[config.mk]
export PLATFORM = sky130hd
export DESIGN_NAME = shot_pool_flat
export DESIGN_NICKNAME = d
export VERILOG_FILES = /design/src/rtl/shot_pool_if.sv /design/src/rtl/shot_pool.sv /design/src/flat_wrapper.sv
export SDC_FILE = /design/constraint.sdc
export NUM_CORES = 1
export LEC_CHECK = 0
export CORE_MARGIN = 2
export CORE_UTILIZATION = 62
export DETAILED_ROUTE_END_ITERATION = 10
export PLACE_DENSITY = 0.86
export SLEW_MARGIN = 20
export SYNTH_ARGS = -nofsm -noshare
export SYNTH_HDL_FRONTEND = slang
export SYNTH_SLANG_ARGS = --single-unit
[constraint.sdc]
create_clock -name clock -period 6.5 [get_ports clock]
set_input_delay 0.65 -clock clock [delete_from_list [all_inputs] [get_ports clock]]
set_output_delay 0.65 -clock clock [all_outputs]
set_load 0.02 [all_outputs]
[src/rtl/shot_pool_if.sv]
// Bus between the shot pool and its users: spawn/move/delete controls in,
// registered read port, valid mask and spawn status out.
interface shot_pool_if #(
   parameter int SHOTS = 8,
   parameter int X_W   = 10,
   parameter int Y_W   = 9,
   parameter int DIR_W = 6,
   parameter int VEL_W = 4
);
   localparam int AW   = (SHOTS > 1) ? $clog2(SHOTS) : 1;
   localparam int CW   = $clog2(SHOTS + 1);
   localparam int RD_W = 1 + X_W + Y_W + DIR_W;

   logic              move_tick;
   logic              shoot;
   logic [X_W-1:0]    spawn_x;
   logic [Y_W-1:0]    spawn_y;
   logic [DIR_W-1:0]  spawn_dir;
   logic [VEL_W-1:0]  spawn_vx;
   logic [VEL_W-1:0]  spawn_vy;
   logic              del_valid;
   logic [AW-1:0]     del_addr;
   logic [AW-1:0]     rd_addr;
   logic [RD_W-1:0]   rd_data;
   logic [SHOTS-1:0]  valid_mask;
   logic [CW-1:0]     active_count;
   logic              spawn_ack;
   logic [AW-1:0]     spawn_slot;
   logic              spawn_drop;

   modport master (
      output move_tick, shoot, spawn_x, spawn_y, spawn_dir, spawn_vx, spawn_vy,
             del_valid, del_addr, rd_addr,
      input  rd_data, valid_mask, active_count, spawn_ack, spawn_slot, spawn_drop
   );

   modport slave (
      input  move_tick, shoot, spawn_x, spawn_y, spawn_dir, spawn_vx, spawn_vy,
             del_valid, del_addr, rd_addr,
      output rd_data, valid_mask, active_count, spawn_ack, spawn_slot, spawn_drop
   );
endinterface

[src/rtl/shot_pool.sv]
// Projectile slot pool: allocate on shoot, advance on move_tick, retire on expiry,
// screen exit or delete. Define SHOT_WRAP_EN to wrap off-screen shots instead of freeing them.
module shot_pool #(
   parameter int SHOTS    = 8,
   parameter int X_W      = 10,
   parameter int Y_W      = 9,
   parameter int DIR_W    = 6,
   parameter int VEL_W    = 4,
   parameter int LIFE_W   = 6,
   parameter int LIFETIME = 40,
   parameter int COOLDOWN = 4,
   parameter int X_MAX    = 639,
   parameter int Y_MAX    = 479
) (
   input logic        clock,
   input logic        reset_n,
   shot_pool_if.slave bus
);
   localparam int AW   = (SHOTS > 1) ? $clog2(SHOTS) : 1;
   localparam int CW   = $clog2(SHOTS + 1);
   localparam int CDW  = (COOLDOWN > 0) ? $clog2(COOLDOWN + 1) : 1;
   localparam int RD_W = 1 + X_W + Y_W + DIR_W;

   logic [SHOTS-1:0]             valid, valid_nx;
   logic [SHOTS-1:0][X_W-1:0]    x, mx;
   logic [SHOTS-1:0][Y_W-1:0]    y, my;
   logic [SHOTS-1:0][DIR_W-1:0]  dir;
   logic [SHOTS-1:0][VEL_W-1:0]  vx, vy;
   logic [SHOTS-1:0][LIFE_W-1:0] life;
   logic [SHOTS-1:0]             off, del_hit, spawn_hit, move_hit;
   logic [CDW-1:0]               cd;
   logic [AW-1:0]                alloc;
   logic                         free_found, spawn_ok;
   logic [CW-1:0]                cnt_nx;

   logic [RD_W-1:0] rd_data_q;
   logic [CW-1:0]   count_q;
   logic            ack_q, drop_q;
   logic [AW-1:0]   slot_q;

   // Lowest free slot, judged on pre-edge valid so a same-cycle delete is not reused.
   always_comb begin
      free_found = 1'b0;
      alloc      = '0;
      for (int i = SHOTS - 1; i >= 0; i--) begin
         if (!valid[i]) begin
            free_found = 1'b1;
            alloc      = AW'(i);
         end
      end
   end

   assign spawn_ok = bus.shoot && (cd == '0) && free_found;

   for (genvar g = 0; g < SHOTS; g++) begin : g_mv
      logic [X_W:0] sx;
      logic [Y_W:0] sy;
      logic         x_lo, x_hi, y_lo, y_hi;
      assign sx   = {1'b0, x[g]} + {{(X_W + 1 - VEL_W){vx[g][VEL_W-1]}}, vx[g]};
      assign sy   = {1'b0, y[g]} + {{(Y_W + 1 - VEL_W){vy[g][VEL_W-1]}}, vy[g]};
      assign x_lo = sx[X_W];
      assign y_lo = sy[Y_W];
      assign x_hi = !sx[X_W] && (sx[X_W-1:0] > X_W'(X_MAX));
      assign y_hi = !sy[Y_W] && (sy[Y_W-1:0] > Y_W'(Y_MAX));
`ifdef SHOT_WRAP_EN
      assign mx[g] = x_lo ? sx[X_W-1:0] + X_W'(X_MAX + 1) :
                     x_hi ? sx[X_W-1:0] - X_W'(X_MAX + 1) : sx[X_W-1:0];
      assign my[g] = y_lo ? sy[Y_W-1:0] + Y_W'(Y_MAX + 1) :
                     y_hi ? sy[Y_W-1:0] - Y_W'(Y_MAX + 1) : sy[Y_W-1:0];
      assign off[g] = 1'b0;
`else
      assign mx[g]  = sx[X_W-1:0];
      assign my[g]  = sy[Y_W-1:0];
      assign off[g] = x_lo | x_hi | y_lo | y_hi;
`endif
      // Deleting a free slot is a no-op, so it never blocks a spawn into that slot.
      assign del_hit[g]   = bus.del_valid && (bus.del_addr == AW'(g)) && valid[g];
      assign spawn_hit[g] = !del_hit[g] && spawn_ok && (alloc == AW'(g));
      assign move_hit[g]  = !del_hit[g] && !spawn_hit[g] && valid[g] && bus.move_tick;
   end

   always_comb begin
      valid_nx = valid;
      cnt_nx   = '0;
      for (int i = 0; i < SHOTS; i++) begin
         if (del_hit[i])
            valid_nx[i] = 1'b0;
         else if (spawn_hit[i])
            valid_nx[i] = 1'b1;
         else if (move_hit[i] && ((life[i] == LIFE_W'(1)) || off[i]))
            valid_nx[i] = 1'b0;
         cnt_nx = cnt_nx + CW'(valid_nx[i]);
      end
   end

   always_ff @(posedge clock) begin
      if (!reset_n) begin
         valid     <= '0;
         x         <= '0;
         y         <= '0;
         dir       <= '0;
         vx        <= '0;
         vy        <= '0;
         life      <= '0;
         cd        <= '0;
         rd_data_q <= '0;
         count_q   <= '0;
         ack_q     <= 1'b0;
         drop_q    <= 1'b0;
         slot_q    <= '0;
      end else begin
         valid <= valid_nx;
         for (int i = 0; i < SHOTS; i++) begin
            if (spawn_hit[i]) begin
               x[i]    <= bus.spawn_x;
               y[i]    <= bus.spawn_y;
               dir[i]  <= bus.spawn_dir;
               vx[i]   <= bus.spawn_vx;
               vy[i]   <= bus.spawn_vy;
               life[i] <= LIFE_W'(LIFETIME);
            end else if (move_hit[i]) begin
               x[i]    <= mx[i];
               y[i]    <= my[i];
               life[i] <= life[i] - LIFE_W'(1);
            end
         end
         if (spawn_ok)
            cd <= CDW'(COOLDOWN);
         else if (bus.move_tick && (cd != '0))
            cd <= cd - CDW'(1);
         ack_q  <= spawn_ok;
         drop_q <= bus.shoot && !spawn_ok;
         if (spawn_ok)
            slot_q <= alloc;
         count_q <= cnt_nx;
         if (int'(bus.rd_addr) < SHOTS)
            rd_data_q <= {valid[bus.rd_addr], x[bus.rd_addr], y[bus.rd_addr], dir[bus.rd_addr]};
         else
            rd_data_q <= '0;
      end
   end

   assign bus.rd_data      = rd_data_q;
   assign bus.valid_mask   = valid;
   assign bus.active_count = count_q;
   assign bus.spawn_ack    = ack_q;
   assign bus.spawn_slot   = slot_q;
   assign bus.spawn_drop   = drop_q;
endmodule

[src/flat_wrapper.sv]
// flat-port wrapper written by rule: the top's interface ports become plain ports
module shot_pool_flat 
#(
   parameter int SHOTS    = 8,
   parameter int X_W      = 10,
   parameter int Y_W      = 9,
   parameter int DIR_W    = 6,
   parameter int VEL_W    = 4,
   parameter int LIFE_W   = 6,
   parameter int LIFETIME = 40,
   parameter int COOLDOWN = 4,
   parameter int X_MAX    = 639,
   parameter int Y_MAX    = 479
)
  (clock, reset_n, bus_move_tick, bus_shoot, bus_spawn_x, bus_spawn_y, bus_spawn_dir, bus_spawn_vx, bus_spawn_vy, bus_del_valid, bus_del_addr, bus_rd_addr, bus_rd_data, bus_valid_mask, bus_active_count, bus_spawn_ack, bus_spawn_slot, bus_spawn_drop);
  shot_pool_if #(.SHOTS(SHOTS), .X_W(X_W), .Y_W(Y_W), .DIR_W(DIR_W), .VEL_W(VEL_W)) bus_i ();
  input logic clock;
  input logic reset_n;
  input wire logic [$bits(bus_i.move_tick)-1:0] bus_move_tick;
  input wire logic [$bits(bus_i.shoot)-1:0] bus_shoot;
  input wire logic [$bits(bus_i.spawn_x)-1:0] bus_spawn_x;
  input wire logic [$bits(bus_i.spawn_y)-1:0] bus_spawn_y;
  input wire logic [$bits(bus_i.spawn_dir)-1:0] bus_spawn_dir;
  input wire logic [$bits(bus_i.spawn_vx)-1:0] bus_spawn_vx;
  input wire logic [$bits(bus_i.spawn_vy)-1:0] bus_spawn_vy;
  input wire logic [$bits(bus_i.del_valid)-1:0] bus_del_valid;
  input wire logic [$bits(bus_i.del_addr)-1:0] bus_del_addr;
  input wire logic [$bits(bus_i.rd_addr)-1:0] bus_rd_addr;
  output wire logic [$bits(bus_i.rd_data)-1:0] bus_rd_data;
  output wire logic [$bits(bus_i.valid_mask)-1:0] bus_valid_mask;
  output wire logic [$bits(bus_i.active_count)-1:0] bus_active_count;
  output wire logic [$bits(bus_i.spawn_ack)-1:0] bus_spawn_ack;
  output wire logic [$bits(bus_i.spawn_slot)-1:0] bus_spawn_slot;
  output wire logic [$bits(bus_i.spawn_drop)-1:0] bus_spawn_drop;
  assign bus_i.move_tick = bus_move_tick;
  assign bus_i.shoot = bus_shoot;
  assign bus_i.spawn_x = bus_spawn_x;
  assign bus_i.spawn_y = bus_spawn_y;
  assign bus_i.spawn_dir = bus_spawn_dir;
  assign bus_i.spawn_vx = bus_spawn_vx;
  assign bus_i.spawn_vy = bus_spawn_vy;
  assign bus_i.del_valid = bus_del_valid;
  assign bus_i.del_addr = bus_del_addr;
  assign bus_i.rd_addr = bus_rd_addr;
  assign bus_rd_data = bus_i.rd_data;
  assign bus_valid_mask = bus_i.valid_mask;
  assign bus_active_count = bus_i.active_count;
  assign bus_spawn_ack = bus_i.spawn_ack;
  assign bus_spawn_slot = bus_i.spawn_slot;
  assign bus_spawn_drop = bus_i.spawn_drop;
  shot_pool #(.SHOTS(SHOTS), .X_W(X_W), .Y_W(Y_W), .DIR_W(DIR_W), .VEL_W(VEL_W), .LIFE_W(LIFE_W), .LIFETIME(LIFETIME), .COOLDOWN(COOLDOWN), .X_MAX(X_MAX), .Y_MAX(Y_MAX)) u_core (.clock(clock), .reset_n(reset_n), .bus(bus_i));
endmodule
* Word-level counts from Yosys, hierarchy flattened *
Index checks and enable logic that the tools add are counted.

cells by class
  add/sub/neg operators = 32
  $mul = 0
  div/mod/pow operators = 0
  magnitude comparators = 17
  equal/unequal tests = 22
  shift operators = 0
  multiplexer cells = 98
  bitwise gates (word level) = 25
  reduce and logical (&&, ||, !) cells = 147

operators by type and width
  cell                                                 number
  two-way mux 10 bit                                   17
  two-way mux 9 bit                                    17
  two-way mux 6 bit                                    17
  adder 10 x 11 -> 11 bit                              8
  logical AND 1 bit                                    84
  adder 9 x 10 -> 10 bit                               8
  > comparator 10 bit, second input constant           8
  > comparator 9 bit, second input constant            8
  equality test 6 x 1 -> 1 bit, second input constant  8
  subtractor 6 x 1 -> 6 bit, second input constant     8
  logical NOT 1 bit                                    33
  two-way mux 1 bit                                    33
  binary-select mux 10 bit (select 3 bit)              1
  two-way mux 3 bit                                    10
  binary-select mux 9 bit (select 3 bit)               1
  adder 4 x 1 -> 4 bit                                 6
  equality test 3 bit, second input constant           8
  bitwise OR 1 bit                                     24
  binary-select mux 6 bit (select 3 bit)               1
  nonzero test 2 bit                                   9
  OR reduction 2 bit                                   9
  equality test 3 x 2 -> 1 bit, second input constant  4
  logical NOT 3 bit                                    3
  logical OR 1 bit                                     8
  7 further kinds                                      8

word-level totals
  flip-flop bits (word level) = 358
  latch bits = 0
  RAM bits = 0
  ROM bits = 0
  input port bits = 44
  word-level logic and storage cells = 405
  memories kept = 0

* Longest topological paths before layout *
  word-level depth = 26
  depth in mapped cells = 20

* Least setup slack after synthesis *
No wires, ideal clock.

  path type = register to register
  from = register u_core.vy[7] (netlist name)
  to = register u_core.count_q[1] (netlist: u_core.bus.active_count[1])
  library setup time = 0.067 ns
  data arrival time = 4.530 ns
  required time = 6.433 ns
  setup slack = 1.904 ns
  stages on the path, launching flop included = 17
  path through = dfxtp_1 -> ha_1 -> and2_4 -> or4_4 -> xor2_1 -> and3_4 -> a211o_1 -> o31ai_1 -> ha_1 -> inv_1 -> fa_1 -> fa_1 -> inv_1 -> fa_1 -> inv_1 -> fa_1 -> nor2_1

between the ends
  longest elaborated chain between the ends = 16

ends and longest elaborated chain
  element                                                  RTL line          RTL
  from (decl)                                              shot_pool.sv:28   logic [SHOTS-1:0][VEL_W-1:0] vx, vy;
  from (signal, indexed assignment)                        shot_pool.sv:119  vy[i] <= bus.spawn_vy;
  adder 9 x 10 -> 10 bit (*)                               shot_pool.sv:60   assign sy = {1'b0, y[g]} + {{(Y_W + 1 - VEL_W){vy[g][VEL_W-1]}}, vy[g]};
  > comparator 9 bit or logical NOT 1 bit (tied branches)  shot_pool.sv:64   assign y_hi = !sy[Y_W] && (sy[Y_W-1:0] > Y_W'(Y_MAX));
  logical AND 1 bit                                        shot_pool.sv:64
  bitwise OR 1 bit (*)                                     shot_pool.sv:74   assign off[g] = x_lo | x_hi | y_lo | y_hi;
  logical OR 1 bit (*)                                     shot_pool.sv:90   else if (move_hit[i] && ((life[i] == LIFE_W'(1)) || off[i]))
  logical AND 1 bit (*)                                    shot_pool.sv:90
  two-way mux 1 bit (*)                                    shot_pool.sv:90
  two-way mux 1 bit (*)                                    shot_pool.sv:88   else if (spawn_hit[i])
  two-way mux 1 bit (*)                                    shot_pool.sv:86   if (del_hit[i])
  named net u_core.valid_nx[1]                             shot_pool.sv:24   logic [SHOTS-1:0] valid, valid_nx;
  adder 1 x 1 -> 2 bit (*)                                 shot_pool.sv:92   cnt_nx = cnt_nx + CW'(valid_nx[i]);
  adder 4 x 1 -> 4 bit (*) (6 in a row)                    shot_pool.sv:92
  to (signal assigned)                                     shot_pool.sv:135  count_q <= cnt_nx;
  to (decl)                                                shot_pool.sv:37   logic [CW-1:0] count_q;

The timed path passes the listed nets; every way through them passes the cells marked *.
A chain may end at the register's enable or synchronous reset.

* Final worst setup path *
  from = register u_core.y[1] (netlist name)
  to = register u_core.count_q[1] (netlist: u_core.bus.active_count[1])

between the ends
  longest elaborated chain between the ends = 16

ends and longest elaborated chain
  element                                                  RTL line          RTL
  from (decl)                                              shot_pool.sv:26   logic [SHOTS-1:0][Y_W-1:0] y, my;
  from (signal, indexed assignment)                        shot_pool.sv:116  y[i] <= bus.spawn_y;
  from (signal, indexed assignment)                        shot_pool.sv:123  y[i] <= my[i];
  adder 9 x 10 -> 10 bit (*)                               shot_pool.sv:60
  > comparator 9 bit or logical NOT 1 bit (tied branches)  shot_pool.sv:64
  logical AND 1 bit                                        shot_pool.sv:64
  bitwise OR 1 bit (*)                                     shot_pool.sv:74
  logical OR 1 bit (*)                                     shot_pool.sv:90
  logical AND 1 bit (*)                                    shot_pool.sv:90
  two-way mux 1 bit (*)                                    shot_pool.sv:90
  two-way mux 1 bit (*)                                    shot_pool.sv:88
  two-way mux 1 bit (*)                                    shot_pool.sv:86
  named net u_core.valid_nx[0]                             shot_pool.sv:24
  adder 1 x 1 -> 2 bit (*)                                 shot_pool.sv:92
  adder 4 x 1 -> 4 bit (*) (6 in a row)                    shot_pool.sv:92

Marked as above.

==> reports/results.ini <==
[run_status]
status=finished, final reports clean

[global_routing]
grt_pass1_wl_um=112000
grt_pass1_vias=20800
grt_max_degree=165
grt_use_met3_pct=9.52
gr-max-usage-layer=met2
overflow=0
antenna_found_initial=3
grt_use_met2_pct=58.2
use_met1_pct=46.8
grtUsageTotal_pct=37.5

[logic_synthesis]
yosysTopAreaCellShare_pct=32.2
netlist-cell-type-count=83
synth-edff-count=0
ys_seq_area_share_pct=32.2
synth_ff_type=dfxtp_1
synthAdderAreaFrac_pct=11.5
synthTopCellsByArea=dfxtp_1 (32%), ha_1 (9.7%), a21oi_1 (7.3%)
synth.cell_area_mm2=0.0222
syn-num-nets=2878
postSynthAreaPerCell_um2=8.42
synth_compound_area_share_pct=21.8
synthArstFlopShare_pct=0
synth-simple-area-share_pct=17.5
synthXorXnorAreaFrac_pct=5.44
ys_ff_latch=358
yosys.area.top_type=dfxtp_1
synth_top_family_by_area=compound AO/OA/AOI/OAI gates
synthesis.instances=2641
synth.area.mux_share_pct=6.98
ys_warn_count=0

[critical_path]
slowest_delay_ns=0.67
timing.rr.end=u_core.bus.active_count[1]
r2r-start=u_core.y[1]
ff2ff_setup_slack_ns=1.40
critPathBufInv=3
cp-start-kind=flop
end_kind=flop
path_cells=ha_1, a211oi_1, o21ai_0, or4b_2, nand3_1, nand4_1, nand4b_1, o32ai_1, ha_1, inv_1, fa_1, fa_1, inv_1, fa_1, inv_1, fa_1, nor2_1
setup.worst_path.end=u_core.bus.active_count[1]
critPathTopFamily=adder cells
crit_fanout=4
cp_slowest_cell=or4b_2
reg2reg_depth=17
critPathRequiredTime_ns=6.97
arrival_ns=5.57
critPathKind=flop to flop
critical_path_depth=17
cp_common_cell=fa_1
timing.critical_path.from=u_core.y[1]

[clock_network]
cts_max_path_buffers=3
clkSinkCount=358
cts_tree=done
clock_latency_ns=0.55
ctsHoldBuffers=0
postCtsSetupBuffers=0
clk_pin_slew_worst_paths_ns=0.06
numCtsBuffers=40
cts_resized=0
root_buffer=clkbuf_16
htreeDepth=2

[finish]
fin_nets=2877
final_core_util_pct=69.4
final_cell_area_mm2=0.0246
diodes=0
syn_to_final_growth_pct=10.6
fillers=2689
final_cells=3130
final_layout_size_suffix_gt1_share_pct=7.19

[die]
num_rows=69
die_w_um=193
initial_utilization_pct=62.8
core_area_mm2=0.0354
chipHeight_um=193
boundaryPins=87
die_area_mm2=0.0374

[placed_design]
port-buffer-count=86
dpl.hpwl_um=49500
dpl-instance-area_mm2=0.0232
place_inst=3059
post-place-ws_ns=1.32
gp_congestion=1.01

[power_and_ir_drop]
power.leakage_nw=9.59
vdd_drop_max_uv=197
finalPower_mw=6.04
power_density_mw_per_mm2=246

[sta]
worstMarginPinSlew_ns=1.10
holdWs_ns=0.452
hold_violations=0
rsz0062_at_grt=false
fmax_mhz=196
skew_ns=0.0155
relSlewSlack_pct=26.4
fin_crit_sh_pct=78.5
setup_viol=0
min_period_ns=5.10
setup_ws_ns=1.40
drv_slew=0
fin_tns_setup_ns=0

[route]
drt_iter0_drc=2461
drc=0
routed_wl_um=72000
num_vias=21300
ant_nets=0
drt-wirelength-per-cell_um=23.0
drtPass1Iterations=9
viasPerCell=6.82

[min_path]
hp-class=flop to flop

[run]
maxCapViolCount=0

layer usage:
layer  part of all wire, %  vias up
li1                      -     9518
met1                    36    10100
met2                    44     1386
met3                    13      351
met4                   6.7        4
met5                 0.047        -
state kept, by name, indices dropped and copies added, names as in the netlist:
name,flops
u_core.y,72
u_core.vy,32
u_core.bus.valid_mask,8
u_core.bus.active_count,4
u_core.cd,3
u_core.x,80
u_core.dir,48
u_core.bus.spawn_ack,1
u_core.bus.rd_data,26
u_core.life,48
u_core.bus.spawn_drop,1
u_core.vx,32
u_core.bus.spawn_slot,3
logic make-up (layout without fill, tap and decap cells):
family | Yosys count | count (layout)
AO/OA/AOI/OAI | 763 | 763
XOR/XNOR | 138 | 138
adder cells (fa/ha/maj) | 193 | 193
buffers and inverters | 237 | 265
flip-flops | 358 | 358
multiplexers | 90 | 90
AND/OR/NAND/NOR | 862 | 862
layout make-up:
class	instances	area, µm²	area share (%)
clock buffers	53	1160	4.72
multi-input cells	2046	14100	57.4
repair buffers	116	1090	4.42
flip-flops and latches	358	7170	29.2
inverters	78	300	1.22
clock inverters	18	179	0.728
well taps	461	577	2.35
Yosys cell counts, drive strengths merged, types with 49 or more instances:
cell / number
nand2: 397
dfxtp: 358
a21oi: 322
nor2: 218
ha: 173
a22oi: 121
clkbuf: 117
xnor2: 79
inv: 78
o21ai: 76
xor2: 59
mux4: 52
nor3: 49
layout by cell type, fill, tap and decap left out, types with 11 or more instances in the layout:
cell / netlist / final
clkdlybuf4s50_1: 0 / 83
nand3b_1: 12 / 12
mux4_2: 52 / 52
a31oi_1: 15 / 15
o21ai_0: 72 / 71
a211oi_1: 37 / 37
and3_1: 13 / 13
xor2_1: 59 / 59
mux2i_1: 38 / 38
or4_1: 11 / 11
o21a_1: 22 / 22
inv_1: 77 / 76
xnor2_1: 79 / 79
nand2b_1: 35 / 35
nand2_1: 397 / 397
nor4_1: 12 / 12
a21oi_1: 322 / 322
fa_1: 20 / 20
a22oi_1: 121 / 121
o21bai_1: 12 / 12
or3_1: 12 / 12
a21o_1: 40 / 40
nand3_1: 33 / 33
buf_4: 15 / 30
nor3_1: 46 / 45
dfxtp_1: 358 / 358
nor2_1: 214 / 211
nor2b_1: 22 / 21
clkbuf_16: 0 / 41
a221oi_1: 29 / 29
ha_1: 173 / 173
tightest hold or removal path: cells and delay by family, from the launching register on:
kind / cells / cell delay, ns
AOI/OAI and AO/OA: 1 / 0.05
DFF: 1 / 0.30
and+or+nand+nor: 1 / 0.05
worst min-delay path by stage:
| stage | slack [ns] | to | start | cells after the start |
|---|---|---|---|---|
| floorplan | 0.43 | u_core.dir[12] | u_core.dir[12] | 2 |
| global placement | 0.44 | u_core.dir[6] | u_core.dir[6] | 2 |
| detailed placement | 0.45 | u_core.dir[40] | u_core.dir[40] | 2 |
| CTS | 0.45 | u_core.dir[40] | u_core.dir[40] | 2 |
| global route | 0.47 | u_core.dir[19] | u_core.dir[19] | 2 |
| finish | 0.45 | u_core.dir[40] | u_core.dir[40] | 2 |
report_power, final:
part           internal (mW)  total (mW)  switching, mW
Clock                   1.38        2.35          0.971
Sequential              2.33        2.47          0.144
Combinational          0.460        1.22          0.760
Total                   4.16        6.04           1.88
(Power assumes the default switching activity.)
